<file path="src/rtl/clock_set_controller_if.sv">
// Front-panel / counter bundle for clock_set_controller.
// The slave modport is the controller's view; master is the buttons plus counter side.
interface clock_set_controller_if;
  logic       btn_mode;
  logic       btn_inc;
  logic [4:0] cur_hr;
  logic [5:0] cur_min;
  logic       tick_en;
  logic       load;
  logic [4:0] ld_hr;
  logic [5:0] ld_min;
  logic [5:0] ld_sec;
  logic [1:0] mode;
  logic       blink;

  modport slave (
    input  btn_mode, btn_inc, cur_hr, cur_min,
    output tick_en, load, ld_hr, ld_min, ld_sec, mode, blink
  );

  modport master (
    output btn_mode, btn_inc, cur_hr, cur_min,
    input  tick_en, load, ld_hr, ld_min, ld_sec, mode, blink
  );
endinterface

</file>
<file path="src/rtl/clock_set_controller.sv">
// Mode/set sequencer for the digital clock: 1 Hz tick prescaler, hour/minute edit FSM, one-cycle load.
// Optional macro CLK_SET_BLINK_EN builds a blink divider for the edit display.
module clock_set_controller #(
  parameter int CLK_DIV   = 50,
  parameter int BLINK_DIV = 25
) (
  input  logic                   clk,
  input  logic                   rst,
  clock_set_controller_if.slave  bus
);
  localparam int PW = (CLK_DIV > 2) ? $clog2(CLK_DIV) : 1;
  localparam logic [PW-1:0] PRESC_MAX = PW'(CLK_DIV - 1);

  typedef enum logic [1:0] {
    RUN     = 2'd0,
    SET_HR  = 2'd1,
    SET_MIN = 2'd2,
    COMMIT  = 2'd3
  } state_t;

  state_t        r_state, w_state_next;
  logic [PW-1:0] r_presc, w_presc_next;
  logic [4:0]    r_edit_hr, w_edit_hr_next;
  logic [5:0]    r_edit_min, w_edit_min_next;
  logic          r_tick, w_tick_next;
  logic          r_load, w_load_next;
  logic [4:0]    r_ld_hr, w_ld_hr_next;
  logic [5:0]    r_ld_min, w_ld_min_next;
  logic          r_blink, w_blink_next;
  logic          w_in_set_next;

  always_comb begin
    w_state_next    = r_state;
    w_presc_next    = r_presc;
    w_edit_hr_next  = r_edit_hr;
    w_edit_min_next = r_edit_min;
    w_tick_next     = 1'b0;
    w_ld_hr_next    = r_ld_hr;
    w_ld_min_next   = r_ld_min;
    case (r_state)
      RUN: begin
        if (bus.btn_mode) begin
          // Leaving RUN suppresses a coincident tick so the captured time stays valid.
          w_state_next    = SET_HR;
          w_presc_next    = '0;
          w_edit_hr_next  = bus.cur_hr;
          w_edit_min_next = bus.cur_min;
        end else begin
          w_tick_next  = (r_presc == PRESC_MAX);
          w_presc_next = (r_presc == PRESC_MAX) ? '0 : r_presc + 1'b1;
        end
      end
      SET_HR: begin
        w_presc_next = '0;
        if (bus.btn_mode) begin
          w_state_next = SET_MIN;
        end else if (bus.btn_inc) begin
          w_edit_hr_next = (r_edit_hr == 5'd23) ? 5'd0 : r_edit_hr + 5'd1;
        end
      end
      SET_MIN: begin
        w_presc_next = '0;
        if (bus.btn_mode) begin
          w_state_next  = COMMIT;
          w_ld_hr_next  = r_edit_hr;
          w_ld_min_next = r_edit_min;
        end else if (bus.btn_inc) begin
          w_edit_min_next = (r_edit_min == 6'd59) ? 6'd0 : r_edit_min + 6'd1;
        end
      end
      default: begin
        // COMMIT counts as prescaler slot 0, so the first tick lands CLK_DIV cycles after it.
        w_state_next = RUN;
        w_presc_next = PW'(1);
      end
    endcase
    w_load_next = (w_state_next == COMMIT);
  end

  assign w_in_set_next = (w_state_next == SET_HR) || (w_state_next == SET_MIN);

`ifdef CLK_SET_BLINK_EN
  localparam int BW = (BLINK_DIV > 2) ? $clog2(BLINK_DIV) : 1;
  localparam logic [BW-1:0] BLINK_MAX = BW'(BLINK_DIV - 1);

  logic [BW-1:0] r_bcnt, w_bcnt_next;

  always_comb begin
    w_bcnt_next  = '0;
    w_blink_next = 1'b0;
    if (w_in_set_next) begin
      if (w_state_next != r_state) begin
        w_blink_next = 1'b1;
      end else if (r_bcnt == BLINK_MAX) begin
        w_blink_next = ~r_blink;
      end else begin
        w_bcnt_next  = r_bcnt + 1'b1;
        w_blink_next = r_blink;
      end
    end
  end

  always_ff @(posedge clk) begin
    if (!rst) r_bcnt <= '0;
    else      r_bcnt <= w_bcnt_next;
  end
`else
  assign w_blink_next = w_in_set_next;
`endif

  always_ff @(posedge clk) begin
    if (!rst) begin
      r_state    <= RUN;
      r_presc    <= '0;
      r_edit_hr  <= '0;
      r_edit_min <= '0;
      r_tick     <= 1'b0;
      r_load     <= 1'b0;
      r_ld_hr    <= '0;
      r_ld_min   <= '0;
      r_blink    <= 1'b0;
    end else begin
      r_state    <= w_state_next;
      r_presc    <= w_presc_next;
      r_edit_hr  <= w_edit_hr_next;
      r_edit_min <= w_edit_min_next;
      r_tick     <= w_tick_next;
      r_load     <= w_load_next;
      r_ld_hr    <= w_ld_hr_next;
      r_ld_min   <= w_ld_min_next;
      r_blink    <= w_blink_next;
    end
  end

  assign bus.tick_en = r_tick;
  assign bus.load    = r_load;
  assign bus.ld_hr   = r_ld_hr;
  assign bus.ld_min  = r_ld_min;
  assign bus.ld_sec  = 6'd0;
  assign bus.mode    = r_state;
  assign bus.blink   = r_blink;
endmodule

</file>
<file path="src/flat_wrapper.sv">
// flat-port wrapper written by rule: the top's interface ports become plain ports
module clock_set_controller_flat 
#(
  parameter int CLK_DIV   = 50,
  parameter int BLINK_DIV = 25
)
  (clk, rst, bus_btn_mode, bus_btn_inc, bus_cur_hr, bus_cur_min, bus_tick_en, bus_load, bus_ld_hr, bus_ld_min, bus_ld_sec, bus_mode, bus_blink);
  clock_set_controller_if bus_i ();
  input  logic clk;
  input  logic rst;
  input wire logic [$bits(bus_i.btn_mode)-1:0] bus_btn_mode;
  input wire logic [$bits(bus_i.btn_inc)-1:0] bus_btn_inc;
  input wire logic [$bits(bus_i.cur_hr)-1:0] bus_cur_hr;
  input wire logic [$bits(bus_i.cur_min)-1:0] bus_cur_min;
  output wire logic [$bits(bus_i.tick_en)-1:0] bus_tick_en;
  output wire logic [$bits(bus_i.load)-1:0] bus_load;
  output wire logic [$bits(bus_i.ld_hr)-1:0] bus_ld_hr;
  output wire logic [$bits(bus_i.ld_min)-1:0] bus_ld_min;
  output wire logic [$bits(bus_i.ld_sec)-1:0] bus_ld_sec;
  output wire logic [$bits(bus_i.mode)-1:0] bus_mode;
  output wire logic [$bits(bus_i.blink)-1:0] bus_blink;
  assign bus_i.btn_mode = bus_btn_mode;
  assign bus_i.btn_inc = bus_btn_inc;
  assign bus_i.cur_hr = bus_cur_hr;
  assign bus_i.cur_min = bus_cur_min;
  assign bus_tick_en = bus_i.tick_en;
  assign bus_load = bus_i.load;
  assign bus_ld_hr = bus_i.ld_hr;
  assign bus_ld_min = bus_i.ld_min;
  assign bus_ld_sec = bus_i.ld_sec;
  assign bus_mode = bus_i.mode;
  assign bus_blink = bus_i.blink;
  clock_set_controller #(.CLK_DIV(CLK_DIV), .BLINK_DIV(BLINK_DIV)) u_core (.clk(clk), .rst(rst), .bus(bus_i));
endmodule
</file>
<file path="config.mk">
export PLATFORM = sky130hd
export DESIGN_NAME = clock_set_controller_flat
export DESIGN_NICKNAME = d
export VERILOG_FILES = /design/src/rtl/clock_set_controller_if.sv /design/src/rtl/clock_set_controller.sv /design/src/flat_wrapper.sv
export SDC_FILE = /design/constraint.sdc
export NUM_CORES = 1
export LEC_CHECK = 0
export ABC_AREA = 1
export CAP_MARGIN = 20
export CELL_PAD_IN_SITES_DETAIL_PLACEMENT = 0
export CELL_PAD_IN_SITES_GLOBAL_PLACEMENT = 1
export CORE_MARGIN = 2
export CORE_UTILIZATION = 31
export CTS_CLUSTER_DIAMETER = 200
export CTS_CLUSTER_SIZE = 30
export DETAILED_ROUTE_END_ITERATION = 16
export GPL_ROUTABILITY_DRIVEN = 0
export PLACE_DENSITY = 0.69
export SETUP_SLACK_MARGIN = 0.2
export SKIP_LAST_GASP = 1
export SYNTH_ARGS = -nofsm -noshare
export SYNTH_HDL_FRONTEND = slang
export SYNTH_SLANG_ARGS = --single-unit
</file>
<file path="constraint.sdc">
create_clock -name clk -period 1.6 [get_ports clk]
set_input_delay 0.32 -clock clk [delete_from_list [all_inputs] [get_ports clk]]
set_output_delay 0.32 -clock clk [all_outputs]
set_load 0.005 [all_outputs]
</file>
==> metrics.cfg <==
[run_status]
status = finished, final reports clean

[drt]
drc = 0
vias = 1540
ant_nets = 0
first_iter_violations = 82
totalWireLength_um = 4075
vias_per_cell = 4.338
wl_per_cell_um = 11.48
dr.pass1.iters = 4

[clock_tree]
cts_tree = done
cts_root_buf = clkbuf_8
cts.sinks = 33
hold_buffers = 0
cts_max_level = 2
clockBufferDepth = 2
cts.reportedPaths.clkPinSlew_ps = 70
insertion_delay_ps = 290
cts_buffers = 5

[timing]
grt_setup_unrepaired = true
min_period_over_period_pct = 88.14
finalHoldViolations = 0
fin_skew_ps = 6.228
finalMaxSlewViolations = 0
setup_viol = 0
min_period_ps = 1410
max_freq_mhz = 709.1
fin_setup_tns_ps = 0

[global_route]
track_usage_pct = 14.33
grt_pass1_wl_um = 6872
grt.overflow.total = 0
grt_antenna_before_repair = 0
first_global_vias = 1505
grt_start_max_net_pins = 17

[power_and_ir_drop]
total_leakage_power_nw = 1.087
finalPower_mw = 2.599
power_density_nw_per_um2 = 1078
irDropWorstVdd_mv = 0.3645

[place]
placed_area_um2 = 2201
dp_hpwl_um = 2798
place_inst = 338
portBuffers = 30

[floorplanning]
io_pins = 37
rows = 27
die_w_um = 78.53
coreArea_um2 = 5439
initial_utilization_pct = 31.65
die_h_um = 78.53
dieArea_um2 = 6166

[yosys]
ys_seq_area_share_pct = 38.37
yosys_warnings = 0
synth_seq_cells = 33
avgSynthCellArea_um2 = 7.421
yosysUniqueCellTypes = 23
synthCells = 232
syn-cell-area_um2 = 1722

[critical_path]
path_cells = inv_4 -> ha_4 -> nor2_4 -> buf_4 -> nor2_4 -> nand2_4 -> a21oi_1 -> a21oi_2
crit_top_cell = nor2_4
crit_end = u_core.r_edit_min[2]$_SDFFE_PN0P_
critPathLaunch = u_core.bus.mode[0]$_SDFF_PN0_
rr_worst_depth = 8
crit_slowest_cell = dfxtp_4
critPathMaxFanout = 6
path_depth = 8
cp-end-kind = flop
cp_top_family = flip-flops
max_stage_delay_ps = 370
crit_required_ps = 1780
reg2reg_to = u_core.r_edit_min[2]$_SDFFE_PN0P_
worstSetupPathType = reg -> reg
rrSetupSlack_ps = 190
cp.arrival_ps = 1590
r2r-start = u_core.bus.mode[0]$_SDFF_PN0_
path_buf_inv = 2
critPathLaunchType = flop

[finish]
diodes = 0
drive_above_1_share_pct = 22.97
nets = 307
multi_input_area_um2 = 993.5
layout_common_cells = nand2_1, dfxtp_1, nor2_1
stdcell_area_um2 = 2411
final_core_util_pct = 44.33
mostFrequentLayoutCell = nand2_1
fillerInstances = 579
area_delta_synth_final_pct = 40.04
final_cell_count_no_fill = 355
area.sequential_um2 = 669.4

[worst_hold_path]
hp-class = reg -> reg

[job]
drv_cap = 0

[cells by family (layout without fill, tap and decap cells)]
logic type | after synthesis | count (layout) | synth area share [%]
flops | 33 | 33 | 38.37
buf+inv | 39 | 84 | 11.34
xor+xnor | 7 | 7 | 3.561
simple gates | 96 | 97 | 23.98
other cells | 1 | 6 | 0.2178
fa+ha+maj | 9 | 9 | 6.541
compound gates | 47 | 47 | 15.99
[area by class of cell]
type	instances	share of cell area, %
clock buffers	7	3.581
flip-flops and latches	33	27.76
inverters	28	4.982
well taps	72	3.736
multi-input cells	166	41.20
repair buffers	49	18.73
[power breakdown]
group | leakage, nW | internal (mW) | switching, mW
sequential | 0.272 | 0.937 | 0.0991
combinational | 0.771 | 0.409 | 0.495
clock | 0.0443 | 0.342 | 0.317
total | 1.09 | 1.69 | 0.911
[worst min path at each step]
stage,startpoint,slack (ps),to,cells past startpoint
after floorplan,u_core.r_edit_hr[4]$_SDFFE_PN0P_,460,u_core.bus.ld_hr[4]$_SDFFE_PN0P_,2
after global placement,u_core.bus.ld_hr[0]$_SDFFE_PN0P_,480,u_core.bus.ld_hr[0]$_SDFFE_PN0P_,2
after detailed placement,u_core.bus.ld_hr[1]$_SDFFE_PN0P_,470,u_core.bus.ld_hr[1]$_SDFFE_PN0P_,2
after CTS,u_core.bus.ld_hr[1]$_SDFFE_PN0P_,490,u_core.bus.ld_hr[1]$_SDFFE_PN0P_,2
after global routing,u_core.bus.ld_min[1]$_SDFFE_PN0P_,530,u_core.bus.ld_min[1]$_SDFFE_PN0P_,2
final,u_core.bus.ld_min[1]$_SDFFE_PN0P_,480,u_core.bus.ld_min[1]$_SDFFE_PN0P_,2
[Yosys cell counts, drive strengths merged]
cell type	instances	area (µm²)
dfxtp	33	660.6
buf	11	90.08
xnor2	1	8.760
a21oi	21	123.9
o21ai	25	143.9
nor3	1	5.000
nor2	32	135.1
nand3	15	80.08
o21bai	1	7.510
conb	1	3.750
nand4	3	18.77
nand2	45	173.9
xor2	6	52.55
inv	28	105.1
ha	9	112.6
[registers in the layout (all words and copies together) (netlist names)]
| signal | count |
|---|---|
| u_core.r_presc | 6 |
| u_core.bus.ld_hr | 5 |
| u_core.bus.ld_min | 6 |
| u_core.bus.blink | 1 |
| u_core.bus.tick_en | 1 |
| u_core.bus.load | 1 |
| u_core.r_edit_min | 6 |
| u_core.r_edit_hr | 5 |
| u_core.bus.mode | 2 |
[per-layer routing]
layer | share of wire (%) | track usage (%)
met1 | 49 | 18.89
met2 | 44 | 21.28
met3 | 5.1 | 4.483
met4 | 1.5 | 6.491
met5 | 0 | 0
[through the flow]
stage | setup WS, ps | hold slack, ps
after detailed placement | -82.71 | 474.4
after CTS | 180.9 | 491.8
after global routing | 97.78 | 526.0
after floorplan | 206.5 | 460.3
final | 189.8 | 483.9
after global placement | -81.87 | 476.5
[timing repair]
action / 4_1_cts / 5_1_grt
setup buffers: 6 / 3
resized for setup: 22 / 23
pin swaps: 4 / 8
endpoints found under the setup margin: 29 / 24
gates cloned: 0 / 1
[worst register-to-register path: cells and delay by family (launching register included)]
| family | cells | cell delay (ps) |
|---|---|---|
| and+or+nand+nor | 3 | 310 |
| AOI/OAI and AO/OA | 2 | 240 |
| DFF | 1 | 370 |
| buffers and inverters | 2 | 210 |
| adders and majority gates | 1 | 170 |
Note: power is estimated with default switching activity, not from simulation.
